--- config.mk ---
export PLATFORM = sky130hd
export DESIGN_NAME = muxn_arb
export DESIGN_NICKNAME = d
export VERILOG_FILES = /design/src/rtl/muxn_pkg.sv /design/src/rtl/muxn_rr_pick.sv /design/src/rtl/muxn_arb.sv
export SDC_FILE = /design/constraint.sdc
export NUM_CORES = 1
export LEC_CHECK = 0
export ABC_AREA = 1
export CAP_MARGIN = 20
export CORE_AREA = 8 8 434 436
export CTS_CLUSTER_DIAMETER = 30
export DETAILED_ROUTE_END_ITERATION = 8
export DIE_AREA = 0 0 442 444
export SKIP_CTS_REPAIR_TIMING = 1
export SYNTH_ARGS = -nofsm -noshare
export SYNTH_HDL_FRONTEND = slang
export SYNTH_SLANG_ARGS = --single-unit
export TNS_END_PERCENT = 10
--- constraint.sdc ---
create_clock -name clk -period 4.3 [get_ports clk]
set_clock_uncertainty 0.15 [all_clocks]
set_input_delay 0.86 -clock clk [delete_from_list [all_inputs] [get_ports clk]]
set_output_delay 0.86 -clock clk [all_outputs]
set_load 0.01 [all_outputs]
--- src/rtl/muxn_pkg.sv ---
// Shared types and default sizing for the N-channel registered mux/arbiter.
package muxn_pkg;

  typedef enum logic {
    MODE_SELECT = 1'b0,
    MODE_ARB    = 1'b1
  } muxn_mode_t;

  localparam int unsigned MUXN_N_DEF = 32;
  localparam int unsigned MUXN_W_DEF = 32;

endpackage

--- src/rtl/muxn_rr_pick.sv ---
// Round-robin picker: the first requester at or above ptr wins, else the lowest requester overall.
module muxn_rr_pick #(
  parameter  int unsigned N    = 32,
  localparam int unsigned SELW = $clog2(N)
) (
  input  logic [N-1:0]    req,
  input  logic [SELW-1:0] ptr,
  output logic            grant_valid,
  output logic [SELW-1:0] grant_idx
);

  logic            w_hi_v;
  logic            w_lo_v;
  logic [SELW-1:0] w_hi_idx;
  logic [SELW-1:0] w_lo_idx;

  // Scanning downward leaves the lowest qualifying index in each candidate.
  always_comb begin
    w_hi_v   = 1'b0;
    w_lo_v   = 1'b0;
    w_hi_idx = '0;
    w_lo_idx = '0;
    for (int i = int'(N) - 1; i >= 0; i--) begin
      if (req[i]) begin
        w_lo_v   = 1'b1;
        w_lo_idx = SELW'(i);
        if (SELW'(i) >= ptr) begin
          w_hi_v   = 1'b1;
          w_hi_idx = SELW'(i);
        end
      end
    end
    grant_valid = w_lo_v;
    grant_idx   = w_hi_v ? w_hi_idx : w_lo_idx;
  end

endmodule

--- src/rtl/muxn_arb.sv ---
// N-channel W-bit registered mux with valid/ready handshake, explicit select or arbitration.
// Define MUXN_RR_EN for round-robin arbitration; otherwise the lowest valid index wins.
module muxn_arb
  import muxn_pkg::*;
#(
  parameter  int unsigned N    = MUXN_N_DEF,
  parameter  int unsigned W    = MUXN_W_DEF,
  localparam int unsigned SELW = $clog2(N)
) (
  input  logic                clk,
  input  logic                rst,
  input  logic                mode,
  input  logic [SELW-1:0]     sel,
  input  logic [N-1:0]        in_valid,
  input  logic [N-1:0][W-1:0] in_data,
  output logic [N-1:0]        in_ready,
  output logic                out_valid,
  output logic [W-1:0]        out_data,
  output logic [SELW-1:0]     out_sel,
  input  logic                out_ready
);

  localparam logic [0:0] ST_EMPTY = 1'b0;
  localparam logic [0:0] ST_FULL  = 1'b1;

  logic [0:0]      r_state;
  logic [0:0]      w_state_nxt;
  logic [W-1:0]    r_data;
  logic [W-1:0]    w_data_nxt;
  logic [SELW-1:0] r_sel;
  logic [SELW-1:0] w_sel_nxt;

  logic            w_load;
  logic            w_sel_ok;
  logic            w_arb_v;
  logic [SELW-1:0] w_arb_idx;
  logic            w_grant;
  logic [SELW-1:0] w_gidx;
  logic            w_take;

  // Out-of-range select indices are filtered before indexing in_valid.
  assign w_sel_ok = (32'(sel) < N) && in_valid[sel];

`ifdef MUXN_RR_EN
  logic [SELW-1:0] r_ptr;
  logic [SELW-1:0] w_ptr_nxt;

  muxn_rr_pick #(.N(N)) u_pick (
    .req         (in_valid),
    .ptr         (r_ptr),
    .grant_valid (w_arb_v),
    .grant_idx   (w_arb_idx)
  );

  // Pointer moves past every accepted grant, whichever mode produced it.
  always_comb begin
    w_ptr_nxt = r_ptr;
    if (w_take) begin
      w_ptr_nxt = (w_gidx == SELW'(N - 1)) ? '0 : w_gidx + SELW'(1);
    end
  end

  always_ff @(posedge clk) begin
    if (rst) begin
      r_ptr <= '0;
    end else begin
      r_ptr <= w_ptr_nxt;
    end
  end
`else
  // Fixed priority: downward scan leaves the lowest valid index.
  always_comb begin
    w_arb_v   = 1'b0;
    w_arb_idx = '0;
    for (int i = int'(N) - 1; i >= 0; i--) begin
      if (in_valid[i]) begin
        w_arb_v   = 1'b1;
        w_arb_idx = SELW'(i);
      end
    end
  end
`endif

  always_comb begin
    w_grant = w_sel_ok;
    w_gidx  = sel;
    if (muxn_mode_t'(mode) == MODE_ARB) begin
      w_grant = w_arb_v;
      w_gidx  = w_arb_idx;
    end
  end

  assign w_load   = (r_state == ST_EMPTY) | out_ready;
  assign w_take   = w_load & w_grant & ~rst;
  assign in_ready = w_take ? (N'(1) << w_gidx) : '0;

  // Output stage: load on accept, empty on an idle load slot, otherwise hold.
  always_comb begin
    w_state_nxt = r_state;
    w_data_nxt  = r_data;
    w_sel_nxt   = r_sel;
    if (w_take) begin
      w_state_nxt = ST_FULL;
      w_data_nxt  = in_data[w_gidx];
      w_sel_nxt   = w_gidx;
    end else if (w_load) begin
      w_state_nxt = ST_EMPTY;
    end
  end

  always_ff @(posedge clk) begin
    if (rst) begin
      r_state <= ST_EMPTY;
      r_data  <= '0;
      r_sel   <= '0;
    end else begin
      r_state <= w_state_nxt;
      r_data  <= w_data_nxt;
      r_sel   <= w_sel_nxt;
    end
  end

  assign out_valid = (r_state == ST_FULL);
  assign out_data  = r_data;
  assign out_sel   = r_sel;

endmodule

======== Word-level counts from Yosys, hierarchy flattened ========
Index checks and enable logic that the tools add are counted.
word-level totals
  bits in registers ....................... 38
  output and inout port bits .............. 70
  bits of input ports ..................... 1065
operators by class
  multiplexer cells ....................... 73
  bitwise gates (word level) .............. 5
  shift-type cells ........................ 1
  $lt $le $gt $ge ......................... 2
  reduce and logical (&&, ||, !) cells .... 1
operators with widths
  kind                  number
  $mux 5                33
  $bmux 32 s5           1
  $mux 32               2
  $mux 1                36
  $shl 1x5->32 const A  1
  $lt 5x6->1 const B    2
  $bmux 1 s5            1
  $and 1x1->1           2
  $not 1->1             2
  $reduce_bool 2->1     1
  $or 1x1->1            1

======== Depth between registers and ports, before layout ========
Gate-level depths: netlist of the first run.
  depth after elaboration ................. 36
  gate-level depth with buffers ........... 46

======== Least setup slack after synthesis of the first run ========
No wires, ideal clock.
  kind .................................... input to output
  start point ............................. input port in_valid[30]
  end point ............................... output port in_ready[11]
  buffers on the path ..................... 2
  data arrival time ....................... 3130 ps
  setup slack ............................. 160 ps
  cell stages on the path ................. 39
  path through ............................ inv_1 -> nand2_1 -> nand2_1 -> nand2_1 -> nand2_1 -> nand2_1 -> nand2_1 -> nand2_1 -> nand2_1 -> nand2_1 -> nand2_1 -> nand2_1 -> nand2_1 -> nand2_1 -> nand2_1 -> nand2_1 -> nand2_1 -> nand2_1 -> (+3 left out) -> nand2_1 -> nand2_1 -> nand2_1 -> nand2_1 -> nand2_1 -> nand2_1 -> nand2_1 -> nand2_1 -> nand2_1 -> nand2_1 -> nand2_4 -> nand2_2 -> buf_6 -> nand2_4 -> inv_2 -> buf_2 -> nand3_1 -> nor2_1
between the ends
  word-level cells in the longest chain between the ends .. 35
  elaborated cells between the ends (all ways) .. 70
  those cells by class .................... shift (1); mux (67); bitwise (2)
RTL lines
  item                      RTL line        source
  from (decl)               muxn_arb.sv:14  input logic [N-1:0] in_valid,
  $mux 1 (31 in a row)      muxn_arb.sv:76  if (in_valid[i]) begin
  $mux 1                    muxn_arb.sv:87  if (muxn_mode_t'(mode) == MODE_ARB) begin
  $and 1x1->1 (2 in a row)  muxn_arb.sv:94  assign w_take = w_load & w_grant & ~rst;
  $mux 32 *                 muxn_arb.sv:95  assign in_ready = w_take ? (N'(1) << w_gidx) : '0;
  to (decl)                 muxn_arb.sv:16  output logic [N-1:0] in_ready,
Mark *: on every way between the ends. The rest lies on a longest branch, timed or not. The select of a mux whose other input is x is not followed.

======== Final worst setup path of the first run ========
  start point ............................. input port in_valid[30]
  end point ............................... register r_data[19], in the netlist out_data[19]
between the ends
  word-level cells in the longest chain between the ends .. 34
  elaborated cells between the ends (all ways) .. 70
  those cells by class .................... mux (68); bitwise (2)
RTL lines
  item                                                                 RTL line                         source
  $mux 5 / $mux 1 (equally long branches) (31 in a row)                muxn_arb.sv:76
  $mux 5 / $mux 1 (equally long branches)                              muxn_arb.sv:87
  $bmux 32 s5 / $and 1x1->1 (equally long branches)                    muxn_arb.sv:104, muxn_arb.sv:94
  $mux 32 (not written as such) / $and 1x1->1 (equally long branches)  muxn_arb.sv:104, muxn_arb.sv:94
  to (signal assigned)                                                 muxn_arb.sv:118                  r_data <= w_data_nxt;
  to (decl)                                                            muxn_arb.sv:28                   logic [W-1:0] r_data;
Parallel ways exist; a longest one is shown, timed or not. The select of a mux whose other input is x is not followed.
A chain may end at the register's enable or synchronous reset.

==> results of run 1 <==
==> layout by cell type, fill, tap and decap left out, drive strengths merged <==
cell type,count
a211oi,2
a21oi,20
a22oi,2
a311oi,1
a31oi,1
buf,397
bufinv,1
clkbuf,33
clkdlybuf4s50,1092
clkinv,2
clkinvlp,2
dfxtp,38
diode,25
dlymetal6s2s,7
inv,167
nand2,1628
nand3,780
nand3b,20
nand4,123
nor2,106
nor3,2
nor4,3
o211ai,1
o21ai,24
o22ai,1
o311ai,2
o31ai,1
==> where the power goes <==
| group | leakage [nW] | total (mW) | internal [mW] | switching, mW |
|---|---|---|---|---|
| clock | 0.0762 | 0.534 | 0.277 | 0.257 |
| combinational | 14.9 | 4.34 | 2.01 | 2.33 |
| sequential | 0.311 | 0.418 | 0.385 | 0.0331 |
| total | 15.2 | 5.29 | 2.67 | 2.62 |
==> final timing paths <==
| kind | from | endpoint | slack [ps] | depth (start not counted) |
|---|---|---|---|---|
| min reg2reg | out_sel[3]$_SDFFE_PP0P_ | out_sel[3]$_SDFFE_PP0P_ | 310 | 2 |
| max | in_valid[30] | out_data[19]$_SDFFE_PP0P_ | -190 | 49 |
| max reg2reg | out_valid$_SDFFE_PP0P_ | out_data[24]$_SDFFE_PP0P_ | 1830 | 11 |
| min | out_sel[3]$_SDFFE_PP0P_ | out_sel[3]$_SDFFE_PP0P_ | 310 | 2 |
==> worst max-delay path: cells and delay by family <==
kind                   cells  cell delay, ps
AND/OR/NAND/NOR           41            2670
buffers and inverters      8            1030
==> sequential cells by signal, summed over array words and instances (netlist names) <==
name       cells
out_data      32
out_valid      1
out_sel        5
==> kinds of logic (layout without fill, tap and decap cells) <==
kind of cell / Yosys count / after routing / share of synthesized area [%]
simple gates: 2662 / 2662 / 78.94
flops: 38 / 38 / 5.278
buf+inv: 451 / 1701 / 13.67
compound gates: 55 / 55 / 2.110
other cells: 0 / 25 / 0
==> layer usage <==
| metal | wire length [µm] | vias up |
|---|---|---|
| li1 | - | 12870 |
| met1 | 79390 | 13140 |
| met2 | 97110 | 1353 |
| met3 | 16790 | 217 |
| met4 | 4930 | 30 |
| met5 | 197 | - |
==> metrics by stage <==
stage          TNS, ps  cells  cell area [µm²]
2_1_floorplan        0   3206            14410
3_3_place_gp    -83910   6805            31340
3_5_place_dp    -67580   6805            31340
4_1_cts         -56700   6813            31510
5_1_grt         -30500   6851            33070
6_report         -7126   6866            33110
==> synth_stat cells <==
cell type and number:
nand3_1 780, nand2_1 1625, buf_4 19, a22oi_1 2, nand2_4 2, nor2_1 106, nand4_1 123, nand2_2 1
clkbuf_1 140, a311oi_1 1, clkinv_1 3, buf_2 63, o211ai_1 1, inv_2 3, nor4_1 3, o22ai_1 1
dfxtp_1 38, inv_1 163, buf_1 43, a21oi_1 20, o21ai_0 24, a31oi_1 1, nand3b_1 20, nor3_1 2
buf_6 17, o31ai_1 1, a211oi_1 2, o311ai_0 2
==> area by class of cell <==
cell class	instances	area, µm²	area share (%)
sequential	38	760.7	2.298
clock buffer	5	125.1	0.3779
multi-input combinational	2717	12630	38.13
clock inverter	3	45.04	0.1360
tap	2385	2984	9.013
inverter	169	669.4	2.022
antenna	25	62.56	0.1889
timing repair buffer	1524	15840	47.83
==> impl_metrics.yaml, run 1 <==
run_status:
  status: "finished, violations left"
  violations: "setup timing"
yosys:
  synth_area_leader_cell: "nand2_1"
  synth.distinct_cells: 28
  ys_seq_area_share_pct: 5.278
  syn-num-nets: 4271
  synth_area_leaders: "nand2_1 42%, nand3_1 27%, nand4_1 5.3%, dfxtp_1 5.3%, inv_1 4.2%"
  avgSynthCellArea_um2: 4.496
  netlist_instances: 3206
  synth_warnings: 0
  ys_ff_latch: 38
  synth.cell_area_um2: 14410
  yosys.area.top_type_share_pct: 42.32
power_and_ir_drop:
  leakage_nw: 15.25
  ir_worst_vdd_uv: 139.8
  pwr_density_cell_nw_per_um2: 159.8
  total_power_mw: 5.290
drt:
  antenna_left: 0
  drtIter0Drc: 2705
  viasPerCell: 4.021
  route.detailed.drc: 0
  wl_um: 198400
  wl_per_cell_um: 28.90
  vias: 27610
  firstDrtPassIters: 7
clocking:
  cts_tree: "done"
  clk_path_buf_depth: 2
  clkLatencyLatePin_ps: 340
  htreeDepth: 2
  clock_sinks: 38
  cts.reportedPaths.clkPinSlew_ps: 90
  cts_made_buffers: 5
  clockRootBuffer: "clkbuf_16"
placement:
  dp_hpwl_um: 169300
  place.gp.congestion: 0.9742
  port-buffer-count: 1134
  place_ws_ps: -1286
die:
  rows: 157
  die_w_um: 442
  initial_core_util_pct: 7.933
  die_h_um: 444
  core_area_um2: 181700
  die_area_um2: 196200
  ios: 1135
sta:
  worst_slew_pin_slew_ps: 824.6
  hold_viol: 0
  slew_headroom_pct: 45.03
  finalSetupViolCount: 63
  rsz0062_at_grt: "true"
  hold_ws_ps: 314.8
  clock.fmax_mhz: 222.7
  fin_crit_sh_pct: 104.4
  final.setup.worst_slack_ps: -191.1
  maxSlewViolCount: 0
  fin_crit_ps: 4491
setup_path:
  cp_max_fo: 8
  cp_data_required_time_ps: 4430
  startpoint_type: "primary input"
  crit_type: "in -> reg"
  cp.arrival_ps: 4620
  crit_slowest_cell: "nand3_2"
  endpoint_kind: "flop"
  crit_top_cell: "nand2_1"
  cpPeakStageDelay_ps: 190
cells_and_area:
  area_growth_pct: 129.7
  num-fill-cells: 20950
  final_util_pct: 18.22
  drive_above_1_share_pct: 13.87
  nNetsFinal: 5520
global_routing:
  grt_first_pass_wirelength_um: 250100
  grt_pass1_vias: 27010
  met1_usage_pct: 22.42
  grt_usage_pct: 18.65
  overflow: 0
  grt_start_max_net_pins: 87
  busiest_layer: "met2"
  met2_usage_pct: 32.93
  antenna_found_initial: 95
  grt_util_met3_pct: 5.343
hold_path:
  hp-class: "reg -> reg"
run:
  max_cap_viol_count: 0
Note: power is estimated with default switching activity, not from simulation.
==> inputs of run 2 (changes only) <==
--- a/config.mk
+++ b/config.mk
@@ -7,10 +7,11 @@
 export LEC_CHECK = 0
 export ABC_AREA = 1
 export CAP_MARGIN = 20
-export CORE_AREA = 8 8 434 436
+export CORE_AREA = 4 4 443 445
 export CTS_CLUSTER_DIAMETER = 30
 export DETAILED_ROUTE_END_ITERATION = 8
-export DIE_AREA = 0 0 442 444
+export DIE_AREA = 0 0 447 449
+export PLACE_DENSITY = 0.35
 export SKIP_CTS_REPAIR_TIMING = 1
 export SYNTH_ARGS = -nofsm -noshare
 export SYNTH_HDL_FRONTEND = slang
==> constraint.sdc (replaced) <==
create_clock -name clk -period 4.3 [get_ports clk]
set_clock_uncertainty 0.15 [all_clocks]
set_input_delay 0.645 -clock clk [delete_from_list [all_inputs] [get_ports clk]]
set_output_delay 0.645 -clock clk [all_outputs]
set_load 0.01 [all_outputs]
==> run 2 against run 1 <==
  * The flow still finishes with violations (setup timing)
  * Count of clock-buffer cells in the layout grew 1
  * Die area rose by 2.3%
  * Core utilization is 0.95 points lower
  * Worst setup slack better by 5.9 ps
  * Sequential power is 1% lower
  * Critical path depth down 1
  * Global-route usage up 1.0 points
  * Worst hold slack worse by 12 ps
  * Final cell count rose by 2.5%
  * Via count decreased by 0.57%
  * Power fell by 1.3%
  * Critical endpoint is now out_data[16]$_SDFFE_PP0P_
==> impl_metrics.yaml, run 2 (synthesized netlist as in run 1, its figures left out) <==
run_status:
  status: "finished, violations left"
  violations: "setup timing"
placement:
  dp_hpwl_um: 180300
  place.gp.congestion: 0.8966
  place_area_um2: 31500
  port-buffer-count: 1134
cells_and_area:
  postLayoutCellArea_um2: 33190
  layout_common_cells: "1,567 x nand2_1, 1,093 x clkdlybuf4s50_1, 691 x nand3_1, 283 x buf_4, 158 x inv_1"
  nNetsFinal: 5542
  largest_reg_flops: 32
  layout_commonest_cell: "nand2_1"
  multi_input_area_um2: 12600
  drive_above_1_share_pct: 14.02
  final_util_pct: 17.27
  num-fill-cells: 22510
  final-seq-area_um2: 760.7
  area_growth_pct: 130.3
drt:
  antenna_left: 0
  wl_um: 211600
  drtIter0Drc: 2314
  wl_per_cell_um: 30.08
  viasPerCell: 3.902
  firstDrtPassIters: 6
  route.detailed.drc: 0
  vias: 27450
power_and_ir_drop:
  leakage_nw: 15.24
  clockPowerShare_pct: 9.3
  pwr_density_cell_nw_per_um2: 157.3
  ir_worst_vdd_uv: 133.6
  total_power_mw: 5.221
  internal-power_mw: 2.600
  switching_share_pct: 50.21
  comb_power_share_pct: 82.8
  p_seq_share_pct: 7.9
  switching_power_mw: 2.621
setup_path:
  cp_data_required_time_ps: 4430
  rrSetupSlack_ps: 1950
  crit_type: "in -> reg"
  crit_top_cell: "nand2_1"
  startpoint_type: "primary input"
  cp_max_fo: 7
  endpoint_kind: "flop"
  crit_slowest_cell: "nand3_1"
  cp.arrival_ps: 4620
  r2r-end: "out_data[13]$_SDFFE_PP0P_"
  cpPeakStageDelay_ps: 260
  r2r-start: "out_valid$_SDFFE_PP0P_"
  worstRegToRegCells: 10
hold_path:
  hold_start: "out_sel[2]$_SDFFE_PP0P_"
  hp-class: "reg -> reg"
  worstHoldEndpoint: "out_sel[2]$_SDFFE_PP0P_"
  hold_path_depth: 2
die:
  core_area_um2: 192200
  rows: 161
  die_w_um: 447
  initial_core_util_pct: 7.500
  ios: 1135
  die_h_um: 449
  die_area_um2: 200700
sta:
  worst_slew_pin_slew_ps: 700.6
  final.setup.worst_slack_ps: -185.2
  hold_viol: 0
  hold_ws_ps: 302.8
  rsz0062_at_grt: "true"
  clock.fmax_mhz: 223.0
  finalSetupViolCount: 44
  fin_crit_ps: 4485
  fin_crit_sh_pct: 104.3
  maxSlewViolCount: 0
  slew_headroom_pct: 53.29
clocking:
  cts_made_buffers: 5
  cts_tree: "done"
  cts.reportedPaths.clkPinSlew_ps: 80
  clkLatencyLatePin_ps: 330
  htreeDepth: 2
  clockRootBuffer: "clkbuf_16"
  clk_path_buf_depth: 2
  clock_sinks: 38
global_routing:
  antenna_found_initial: 105
  overflow: 0
  grt_pass1_vias: 27680
  grt_first_pass_wirelength_um: 265500
  grt_start_max_net_pins: 69
  grt_usage_pct: 19.69
run:
  max_cap_viol_count: 0
## run 2: routing by layer
metal  up-vias  global-route usage, %  wire length (µm)
met4        40                  2.972              2912
li1      12930                      -                 -
met2      1088                  35.04            105100
met5         -                      0               250
met3       206                  3.991             13340
met1     13190                  24.75             90020
## run 2: how the worst max path moves through the flow
stage                             from                         to  slack [ps]  cells past startpoint
after global placement    in_valid[30]  out_data[19]$_SDFFE_PP0P_       -1720                     49
after floorplan           in_valid[30]               in_ready[11]         590                     39
after global routing      in_valid[30]  out_data[14]$_SDFFE_PP0P_        -410                     49
after CTS                 in_valid[31]               in_ready[21]       -1150                     40
final                     in_valid[30]  out_data[16]$_SDFFE_PP0P_        -190                     48
after detailed placement  in_valid[31]  out_data[19]$_SDFFE_PP0P_       -1330                     48
## run 2: cell type report
class | count | share of cell area [%]
Tap cell | 2526 | 9.523
Clock inverter | 2 | 0.03770
Multi-Input combinational cell | 2718 | 37.96
Clock buffer | 6 | 0.4185
Sequential cell | 38 | 2.292
Antenna cell | 31 | 0.2337
Inverter | 169 | 2.040
Timing Repair Buffer | 1545 | 47.49
## run 2: critical path: cells and delay by family
kind / cells / cell delay (ps)
and+or+nand+nor: 41 / 3080
buffers and inverters: 7 / 860
## run 2: stage by stage
step                      setup WS [ps]  setup TNS (ps)  instances
after detailed placement          -1328          -65130       6970
after floorplan                   589.6               0       3206
after CTS                         -1149          -53860       6978
final                            -185.2           -2799       7035
after global placement            -1721          -90840       6970
after global routing             -406.3          -19300       7019
## run 2: power by group through the flow
| stage | Combinational (mW) | Clock (mW) | Sequential, mW |
|---|---|---|---|
| after floorplan | 1.36 | 0 | 0.424 |
| after global placement | 4.17 | 0 | 0.422 |
| after detailed placement | 4.14 | 0 | 0.423 |
| after CTS | 4.16 | 0.521 | 0.416 |
| after global routing | 4.66 | 0.523 | 0.418 |
| final | 4.32 | 0.484 | 0.413 |
